--- config.mk ---
export PLATFORM = sky130hd
export DESIGN_NAME = fifo_write_arbiter_flat
export DESIGN_NICKNAME = d
export VERILOG_FILES = /design/src/rtl/fifo_write_arbiter_if.sv /design/src/rtl/fifo_write_arbiter.sv /design/src/flat_wrapper.sv
export SDC_FILE = /design/constraint.sdc
export NUM_CORES = 1
export LEC_CHECK = 0
export ABC_AREA = 1
export BUFFER_PORTS_ARGS = -buffer_cell sky130_fd_sc_hd__clkbuf_2
export CAP_MARGIN = 20
export CORE_MARGIN = 5
export CORE_UTILIZATION = 43
export DETAILED_ROUTE_END_ITERATION = 10
export PLACE_DENSITY = 0.89
export REMOVE_ABC_BUFFERS = 1
export SLEW_MARGIN = 20
export SYNTH_ARGS = -nofsm -noshare
export SYNTH_HDL_FRONTEND = slang
export SYNTH_SLANG_ARGS = --single-unit
--- constraint.sdc ---
create_clock -name clk -period 3.4 [get_ports clk]
set_input_delay 0.68 -clock clk [delete_from_list [all_inputs] [get_ports clk]]
set_output_delay 0.68 -clock clk [all_outputs]
set_load 0.02 [all_outputs]
--- src/rtl/fifo_write_arbiter_if.sv ---
// Requester/FIFO-side bundle for fifo_write_arbiter. The slave modport faces the
// arbiter; the master modport faces the producers and the FIFO.
interface fifo_write_arbiter_if #(
    parameter int NUM_REQ    = 4,
    parameter int FIFO_WIDTH = 16,
    parameter int CNT_WIDTH  = 16
) ();
    logic [NUM_REQ-1:0]            req;
    logic [NUM_REQ*FIFO_WIDTH-1:0] req_data;
    logic [NUM_REQ-1:0]            gnt;
    logic                          fifo_full;
    logic                          fifo_almostfull;
    logic                          fifo_overflow;
    logic                          wr_en;
    logic [FIFO_WIDTH-1:0]         data_in;
    logic                          err;
    logic [NUM_REQ*CNT_WIDTH-1:0]  grant_cnt;

    modport slave (
        input  req, req_data, fifo_full, fifo_almostfull, fifo_overflow,
        output gnt, wr_en, data_in, err, grant_cnt
    );

    modport master (
        output req, req_data, fifo_full, fifo_almostfull, fifo_overflow,
        input  gnt, wr_en, data_in, err, grant_cnt
    );
endinterface

--- src/rtl/fifo_write_arbiter.sv ---
// Round-robin arbiter for the write port of a synchronous FIFO, with full/almostfull back-pressure.
// Optional per-requester saturating grant counters are built when FIFO_ARB_STATS_EN is defined.
module fifo_write_arbiter #(
    parameter int NUM_REQ    = 4,
    parameter int FIFO_WIDTH = 16,
    parameter int CNT_WIDTH  = 16
) (
    input  logic                 clk,
    input  logic                 rst_n,
    fifo_write_arbiter_if.slave  bus
);
    localparam int PTR_W = (NUM_REQ > 1) ? $clog2(NUM_REQ) : 1;

    typedef enum logic [1:0] {
        IDLE  = 2'd0,
        WRITE = 2'd1,
        STALL = 2'd2
    } state_t;

    state_t                 state_r;
    logic [PTR_W-1:0]       ptr_r;
    logic [NUM_REQ-1:0]     gnt_r;
    logic                   wr_en_r;
    logic [FIFO_WIDTH-1:0]  data_r;
    logic                   err_r;

    logic [NUM_REQ-1:0]     eligible_s;
    logic                   blocked_s;
    logic                   found_s;
    logic                   take_s;
    logic                   grant_s;
    logic [PTR_W:0]         pos_s;
    logic [PTR_W-1:0]       sel_s;
    logic [PTR_W-1:0]       ptr_next_s;
    logic [NUM_REQ-1:0]     gnt_next_s;
    logic [FIFO_WIDTH-1:0]  data_sel_s;

    // Pick the first unmasked requester at or after the rr pointer; the one granted last cycle is masked.
    always_comb begin
        eligible_s = bus.req & ~gnt_r;
        // An in-flight write will consume the last free slot signalled by almostfull.
        blocked_s  = bus.fifo_full | (bus.fifo_almostfull & (state_r == WRITE));
        found_s    = 1'b0;
        take_s     = 1'b0;
        sel_s      = {PTR_W{1'b0}};
        pos_s      = {(PTR_W+1){1'b0}};
        for (int k = 0; k < NUM_REQ; k++) begin
            pos_s   = {1'b0, ptr_r} + (PTR_W+1)'(k);
            pos_s   = (pos_s >= (PTR_W+1)'(NUM_REQ)) ? (pos_s - (PTR_W+1)'(NUM_REQ)) : pos_s;
            take_s  = ~found_s & eligible_s[pos_s[PTR_W-1:0]];
            sel_s   = take_s ? pos_s[PTR_W-1:0] : sel_s;
            found_s = found_s | take_s;
        end
        grant_s    = found_s & ~blocked_s;
        ptr_next_s = (sel_s == PTR_W'(NUM_REQ - 1)) ? {PTR_W{1'b0}} : (sel_s + PTR_W'(1));
        gnt_next_s = grant_s ? (NUM_REQ'(1) << sel_s) : {NUM_REQ{1'b0}};
        data_sel_s = {FIFO_WIDTH{1'b0}};
        for (int i = 0; i < NUM_REQ; i++) begin
            data_sel_s = (sel_s == PTR_W'(i)) ? bus.req_data[i*FIFO_WIDTH +: FIFO_WIDTH] : data_sel_s;
        end
    end

    // Arbitration FSM with registered grant, write strobe, write data and sticky error.
    always_ff @(posedge clk or negedge rst_n) begin
        if (!rst_n) begin
            state_r <= IDLE;
            ptr_r   <= {PTR_W{1'b0}};
            gnt_r   <= {NUM_REQ{1'b0}};
            wr_en_r <= 1'b0;
            data_r  <= {FIFO_WIDTH{1'b0}};
            err_r   <= 1'b0;
        end else begin
            gnt_r   <= gnt_next_s;
            wr_en_r <= grant_s;
            err_r   <= err_r | bus.fifo_overflow;
            if (grant_s) begin
                data_r <= data_sel_s;
                ptr_r  <= ptr_next_s;
            end
            case (state_r)
                IDLE: begin
                    if (found_s) begin
                        state_r <= grant_s ? WRITE : STALL;
                    end else begin
                        state_r <= IDLE;
                    end
                end
                WRITE: begin
                    if (grant_s) begin
                        state_r <= WRITE;
                    end else if (found_s && blocked_s) begin
                        state_r <= STALL;
                    end else begin
                        state_r <= IDLE;
                    end
                end
                STALL: begin
                    if (grant_s) begin
                        state_r <= WRITE;
                    end else if (|bus.req) begin
                        state_r <= STALL;
                    end else begin
                        state_r <= IDLE;
                    end
                end
                default: state_r <= IDLE;
            endcase
        end
    end

    assign bus.gnt     = gnt_r;
    assign bus.wr_en   = wr_en_r;
    assign bus.data_in = data_r;
    assign bus.err     = err_r;

`ifdef FIFO_ARB_STATS_EN
    logic [CNT_WIDTH-1:0] cnt_r [NUM_REQ];

    // Per-requester grant counters, updated alongside the grant they count and saturating at all-ones.
    always_ff @(posedge clk or negedge rst_n) begin
        if (!rst_n) begin
            for (int i = 0; i < NUM_REQ; i++) begin
                cnt_r[i] <= {CNT_WIDTH{1'b0}};
            end
        end else begin
            for (int i = 0; i < NUM_REQ; i++) begin
                if (gnt_next_s[i] && (cnt_r[i] != {CNT_WIDTH{1'b1}})) begin
                    cnt_r[i] <= cnt_r[i] + CNT_WIDTH'(1);
                end
            end
        end
    end

    for (genvar g = 0; g < NUM_REQ; g++) begin : g_cnt
        assign bus.grant_cnt[g*CNT_WIDTH +: CNT_WIDTH] = cnt_r[g];
    end
`else
    assign bus.grant_cnt = {(NUM_REQ*CNT_WIDTH){1'b0}};
`endif
endmodule

--- src/flat_wrapper.sv ---
// flat-port wrapper written by rule: the top's interface ports become plain ports
module fifo_write_arbiter_flat 
#(
    parameter int NUM_REQ    = 4,
    parameter int FIFO_WIDTH = 16,
    parameter int CNT_WIDTH  = 16
)
  (clk, rst_n, bus_req, bus_req_data, bus_fifo_full, bus_fifo_almostfull, bus_fifo_overflow, bus_gnt, bus_wr_en, bus_data_in, bus_err, bus_grant_cnt);
  fifo_write_arbiter_if #(.NUM_REQ(NUM_REQ), .FIFO_WIDTH(FIFO_WIDTH), .CNT_WIDTH(CNT_WIDTH)) bus_i ();
  input  logic clk;
  input  logic rst_n;
  input wire logic [$bits(bus_i.req)-1:0] bus_req;
  input wire logic [$bits(bus_i.req_data)-1:0] bus_req_data;
  input wire logic [$bits(bus_i.fifo_full)-1:0] bus_fifo_full;
  input wire logic [$bits(bus_i.fifo_almostfull)-1:0] bus_fifo_almostfull;
  input wire logic [$bits(bus_i.fifo_overflow)-1:0] bus_fifo_overflow;
  output wire logic [$bits(bus_i.gnt)-1:0] bus_gnt;
  output wire logic [$bits(bus_i.wr_en)-1:0] bus_wr_en;
  output wire logic [$bits(bus_i.data_in)-1:0] bus_data_in;
  output wire logic [$bits(bus_i.err)-1:0] bus_err;
  output wire logic [$bits(bus_i.grant_cnt)-1:0] bus_grant_cnt;
  assign bus_i.req = bus_req;
  assign bus_i.req_data = bus_req_data;
  assign bus_i.fifo_full = bus_fifo_full;
  assign bus_i.fifo_almostfull = bus_fifo_almostfull;
  assign bus_i.fifo_overflow = bus_fifo_overflow;
  assign bus_gnt = bus_i.gnt;
  assign bus_wr_en = bus_i.wr_en;
  assign bus_data_in = bus_i.data_in;
  assign bus_err = bus_i.err;
  assign bus_grant_cnt = bus_i.grant_cnt;
  fifo_write_arbiter #(.NUM_REQ(NUM_REQ), .FIFO_WIDTH(FIFO_WIDTH), .CNT_WIDTH(CNT_WIDTH)) u_core (.clk(clk), .rst_n(rst_n), .bus(bus_i));
endmodule
==> results.py, run 1 <==
metrics = {
    "outcome": {
        "status": "completed",
    },
    "yosys": {
        "synth_edf_count": 0,
        "synth_area_um2": 2350,
        "synth-seq-area-share": 0.277,
        "synth_top_area_share": 0.277,
        "yosys.cell_count.top_type": "nand2_1",
        "yosysTopAreaCell": "dfrtp_1",
        "synthFlopType": "dfrtp_1",
        "netlist_top_cells_count": "nand2_1 (115), buf_4 (64), nand3_1 (34), o21ai_0 (33), dfrtp_1 (26)",
        "syn_avg_cell_area_um2": 6.78,
        "async_flop_share": 1.00,
        "synthCells": 347,
        "synth_area_leaders": "dfrtp_1 (28%), buf_4 (20%), nand2_1 (18%), nand3_1 (7.2%), o21ai_0 (7.0%)",
        "synth_seq_cells": 26,
        "synth.distinct_cells": 26,
        "synth_warnings": 0,
    },
    "worst_setup_path": {
        "start_kind": "flop",
        "crit_family": "simple AND/OR/NAND/NOR gates",
        "path_class": "flop to flop",
        "cp_slowest_cell": "dfrtp_1",
        "worstRegToRegCells": 15,
        "cp.depth": 15,
        "cp_slowest_stage_delay_ns": 0.58,
        "worst-path-max-fanout": 11,
        "critPathArrivalTime_ns": 3.09,
        "crit_required_ns": 3.61,
        "worst-path-buf-inv": 2,
        "path_cells": "inv_6, nand3_1, nand3_2, nand2_2, nand3_1, or2_2, nand2_1, ha_1, buf_4, a21oi_1, nand2_1, o21ai_0, o21ai_0, nand3_1, nand2_1",
        "cp-end-kind": "flop",
    },
    "final_layout": {
        "drive_above_1_share": 0.267,
        "diodes": 0,
        "fin_nets": 509,
        "final_util": 0.490,
        "syn_to_final_growth_pct": 12.6,
    },
    "floorplan": {
        "die_w_um": 83.9,
        "ios": 159,
        "core.rowCount": 27,
        "start_util": 0.435,
        "dieArea_um2": 7050,
        "die_y_um": 83.9,
        "core-area_um2": 5410,
    },
    "grt": {
        "grt_pass1_vias": 2065,
        "grt_overflow": 0,
        "antenna_found_initial": 0,
        "track_usage": 0.159,
        "grt_max_degree": 34,
        "grt_pass1_wl_um": 9450,
    },
    "clocking": {
        "hold_buffers": 0,
        "clock_path_buffers": 2,
        "cts_sinks": 26,
        "clk_pin_slew_ns": 0.10,
        "cts_tree": "yes",
        "cts_max_level": 1,
        "root_buffer": "clkbuf_8",
        "cts_resized": 0,
        "cts_buffers": 3,
        "clk_latency_ns": 0.27,
        "postCtsSetupBuffers": 0,
    },
    "sta": {
        "slew_viol_final": 0,
        "tightest_slew_ns": 0.896,
        "period_needed_ns": 2.89,
        "hold_viol_final": 0,
        "rsz0062_at_grt": "no",
        "skew_ns": 0.00740,
        "fmax_ghz": 0.346,
        "max-slew-margin-rel": 0.403,
        "setup_tns_ns": 0,
        "finalSetupViolations": 0,
        "hold-worst-slack_ns": 0.420,
        "fin_crit_sh": 0.849,
    },
    "detailed_routing": {
        "vias_per_cell": 4.53,
        "drt_iter0_markers": 148,
        "dr.pass1.iters": 4,
        "wl_um": 6040,
        "antenna_left": 0,
        "drc_errors": 0,
        "post_drt_wl_per_cell_um": 12.0,
        "via_count": 2281,
    },
    "placed_design": {
        "gp_congestion": 0.793,
        "io_buffers": 94,
        "place_hpwl_um": 4790,
    },
    "power_and_ir_drop": {
        "peakVddDrop_uv": 520,
        "p_per_area_nw_per_um2": 1190,
        "leakagePower_nw": 1.56,
    },
    "job": {
        "maxCapViolCount": 0,
    },
    "hold_path": {
        "hold_class": "input pin to asynchronous set/reset pin",
    },
}
==> cell type report <==
type	count	area, um2
Clock buffer	4	55.1
Tap cell	72	90.1
Fill cell	595	2760
Sequential cell	26	651
Inverter	16	67.6
Multi-Input combinational cell	289	1300
Timing Repair Buffer	96	485
==> stage by stage <==
step	instances	power (W)	worst slack [ns]	instance area [um2]
floorplan	331	0.00234	0.799	2020
global placement	499	0.00287	0.485	2590
detailed placement	499	0.00296	0.388	2590
CTS	503	0.00317	0.529	2650
global route	503	0.00350	0.199	2650
finish	503	0.00316	0.513	2650
==> flip-flops by register name, indices dropped and copies added, names as in the netlist <==
register and cells:
u_core.bus.data_in 16, u_core.bus.wr_en 1, u_core.bus.gnt 4, u_core.bus.err 1, u_core.state_r 2, u_core.ptr_r 2
==> placed cells by master, fill, tap and decap left out <==
master and instances:
nand2_4 1, nand2_2 3, buf_4 2, dfrtp_1 26, nand4_4 1, nor4_1 1, nand2_1 115, nand3_2 3
nor3_1 1, inv_4 1, o21ai_0 33, inv_6 1, inv_1 12, inv_2 2, nand3_1 34, conb_1 64
nor2_4 1, nor2_1 7, clkbuf_8 4, ha_1 4, or2_2 2, clkbuf_2 94, nand4_1 2, a21oi_1 17
==> where the power goes <==
part | internal [W] | switching [W]
logic | 0.000814 | 0.00159
registers | 0.000452 | 0.0000979
clock network | 0.000103 | 0.0000980
total | 0.00137 | 0.00179
==> layer usage <==
layer	vias up	global-route usage	part of all wire
li1	1152	-	-
met1	1016	0.198	0.40
met2	103	0.280	0.51
met3	10	0.0267	0.073
met4	0	0.0497	0.016
met5	-	0	0
==> cells by family after synthesis <==
logic type / count (synthesis) / share of synthesized area
other: 1 / 0.00160
adders and majority gates: 4 / 0.0213
and+or+nand+nor: 171 / 0.322
buffers and inverters: 95 / 0.272
AOI/OAI and AO/OA: 50 / 0.106
DFF: 26 / 0.277
==> final timing paths <==
kind / from / end / slack [ns]
min reg2reg: u_core.bus.err / u_core.bus.err / 0.47
max: u_core.ptr_r[0] / u_core.bus.data_in[15] / 0.51
max in group asynchronous: rst_n / u_core.bus.data_in[9] / 2.56
max reg2reg: u_core.ptr_r[0] / u_core.bus.data_in[15] / 0.51
min: rst_n / u_core.bus.wr_en / 0.42
min in group clk: u_core.bus.err / u_core.bus.err / 0.47
Note: power is estimated with default switching activity, not from simulation.
==> run 2: changes to the inputs <==
==> constraint.sdc (replaced) <==
create_clock -name clk -period 2.7 [get_ports clk]
set_input_delay 0.54 -clock clk [delete_from_list [all_inputs] [get_ports clk]]
set_output_delay 0.54 -clock clk [all_outputs]
set_load 0.02 [all_outputs]
==> run 2 against run 1 <==
  * Sequential share of layout area is 1.0 points lower
  * Combinational power rose by 41%
  * Worst hold slack got worse by 0.14 ns
  * Cell count grew 2.4%
  * Via count barely moved
  * Global-route usage is 0.46 points lower
  * Power up 38%
  * Die area is the same
  * Flip-flop and latch count unchanged
  * Highest routed layer unchanged
==> results.py, run 2 (synthesized netlist as in run 1, its figures left out) <==
metrics = {
    "power_and_ir_drop": {
        "comb_power_share": 0.784,
        "p_per_area_nw_per_um2": 1570,
        "peakVddDrop_uv": 730,
        "leakagePower_nw": 1.62,
        "clkPwrFrac": 0.058,
        "power_frac_seq": 0.158,
        "power.switching_w": 0.00236,
        "swShare": 0.543,
        "p_int_w": 0.00199,
        "total_power_w": 0.00434,
    },
    "worst_setup_path": {
        "r2r_slack_ns": 0.18,
        "worst-path-max-fanout": 8,
        "cp_slowest_cell": "dfrtp_2",
        "r2r-start": "u_core.ptr_r[0]",
        "crit_required_ns": 2.86,
        "path_cells": "buf_4, nand2_1, nand2_2, nand3_2, nand2_2, nand2_1, nand2_1, nand2_1, nand2_2, nor2_4, inv_1, ha_1, inv_1, nor2_4, buf_4, nand2_1, nand2_1, o21ai_0, o21ai_0, nand3_1, nand2_1",
        "path_class": "flop to flop",
        "cp-end-kind": "flop",
        "crit_path_frequent_cell": "nand2_1",
        "critPathArrivalTime_ns": 2.69,
        "setup.worst_path.start": "u_core.ptr_r[0]",
        "cp_slowest_stage_delay_ns": 0.48,
        "start_kind": "flop",
        "worstRegToRegCells": 21,
        "reg2reg_to": "u_core.bus.data_in[7]",
    },
    "floorplan": {
        "dieArea_um2": 7050,
        "die_y_um": 83.9,
        "core.rowCount": 27,
        "die_w_um": 83.9,
        "core-area_um2": 5410,
        "start_util": 0.435,
        "ios": 159,
    },
    "grt": {
        "grt_pass1_vias": 2114,
        "grt_max_degree": 27,
        "grt_pass1_wl_um": 9270,
        "track_usage": 0.155,
        "antenna_found_initial": 0,
        "grt_overflow": 0,
    },
    "detailed_routing": {
        "via_count": 2280,
        "highest_layer": "met4",
        "post_drt_wl_per_cell_um": 11.8,
        "drc_errors": 0,
        "vias_per_cell": 4.43,
        "met1Wirelength_um": 2500,
        "drt_iter0_markers": 109,
        "wl_met3_um": 402,
        "wl_um": 6090,
        "antenna_left": 0,
        "met2WireLength_um": 3160,
        "dr.pass1.iters": 4,
    },
    "placed_design": {
        "gp_congestion": 0.834,
        "place_hpwl_um": 4930,
        "io_buffers": 94,
        "dp_cells": 508,
    },
    "sta": {
        "period_needed_ns": 2.52,
        "fin_crit_sh": 0.935,
        "tightest_slew_ns": 0.652,
        "hold-worst-slack_ns": 0.285,
        "max-slew-margin-rel": 0.565,
        "slew_viol_final": 0,
        "hold_viol_final": 0,
        "skew_ns": 0.00430,
        "finalSetupViolations": 0,
        "fmax_ghz": 0.396,
    },
    "clocking": {
        "root_buffer": "clkbuf_8",
        "cts_buffers": 3,
        "clk_latency_ns": 0.27,
        "cts_max_level": 1,
        "cts_tree": "yes",
        "clock_path_buffers": 2,
        "clk_pin_slew_ns": 0.09,
        "cts_sinks": 26,
    },
    "job": {
        "maxCapViolCount": 0,
    },
    "outcome": {
        "status": "completed",
    },
    "final_layout": {
        "layout_common_cells": "nand2_1 (112), clkbuf_2 (94), conb_1 (64)",
        "final_util": 0.513,
        "layout_commonest_cell": "nand2_1",
        "largest_reg_flops": 16,
        "syn_to_final_growth_pct": 17.9,
        "drive_above_1_share": 0.314,
        "diodes": 0,
        "fin_nets": 521,
        "layout.cells.non_filler": 515,
    },
    "hold_path": {
        "hold_class": "input pin to asynchronous set/reset pin",
    },
}
## run 2: cell count changes in the layout (fill, tap and decap cells not counted), sizes merged
cell | before | now
buf | 2 | 14
## run 2: layout make-up
cell class | count | area [um2]
inverter | 16 | 67.6
timing repair buffer | 108 | 576
sequential | 26 | 653
clock buffer | 4 | 55.1
tap | 72 | 90.1
multi-input combinational | 289 | 1330
fill | 563 | 2630
## run 2: what timing repair did
item	in CTS	in global routing
setup buffers	0	3
setup endpoints to repair	0	16
hold endpoints to repair	0	0
hold buffers	0	0
resized for setup	0	17
## run 2: how the worst max path moves through the flow
stage / cells after the start / to
4_1_cts: 17 / u_core.bus.data_in[7]
3_5_place_dp: 20 / u_core.bus.data_in[14]
6_report: 21 / u_core.bus.data_in[7]
3_3_place_gp: 20 / u_core.bus.data_in[14]
2_1_floorplan: 16 / u_core.bus.data_in[14]
5_1_grt: 21 / u_core.bus.data_in[8]
## run 2: metal layers
layer	up-vias	GRT usage
met5	-	0
met1	1013	0.198
met2	90	0.282
met3	2	0.0148
met4	0	0.0307
li1	1175	-
## run 2: worst max-delay path: cells and delay by family, from the launching register on
family          cells  cell delay, ns
compound gates      2            0.17
fa+ha+maj           1            0.20
buf+inv             4            0.54
flops               1            0.48
simple gates       14            1.03
## run 2: per-stage QoR
step                      setup WS, ns  instance area [um2]  TNS [ns]
after detailed placement        0.0387                 2660         0
after CTS                       0.0136                 2710         0
final                            0.176                 2770         0
after global routing           -0.0356                 2770    -0.118
after global placement           0.154                 2660         0
after floorplan                  0.194                 2020         0
## run 2: power groups by stage
stage,clock (W),combinational [W],sequential (W)
floorplan,0,0.00211,0.000843
global placement,0,0.00314,0.000697
detailed placement,0,0.00324,0.000699
CTS,0.000255,0.00326,0.000691
global route,0.000270,0.00384,0.000714
finish,0.000251,0.00341,0.000687
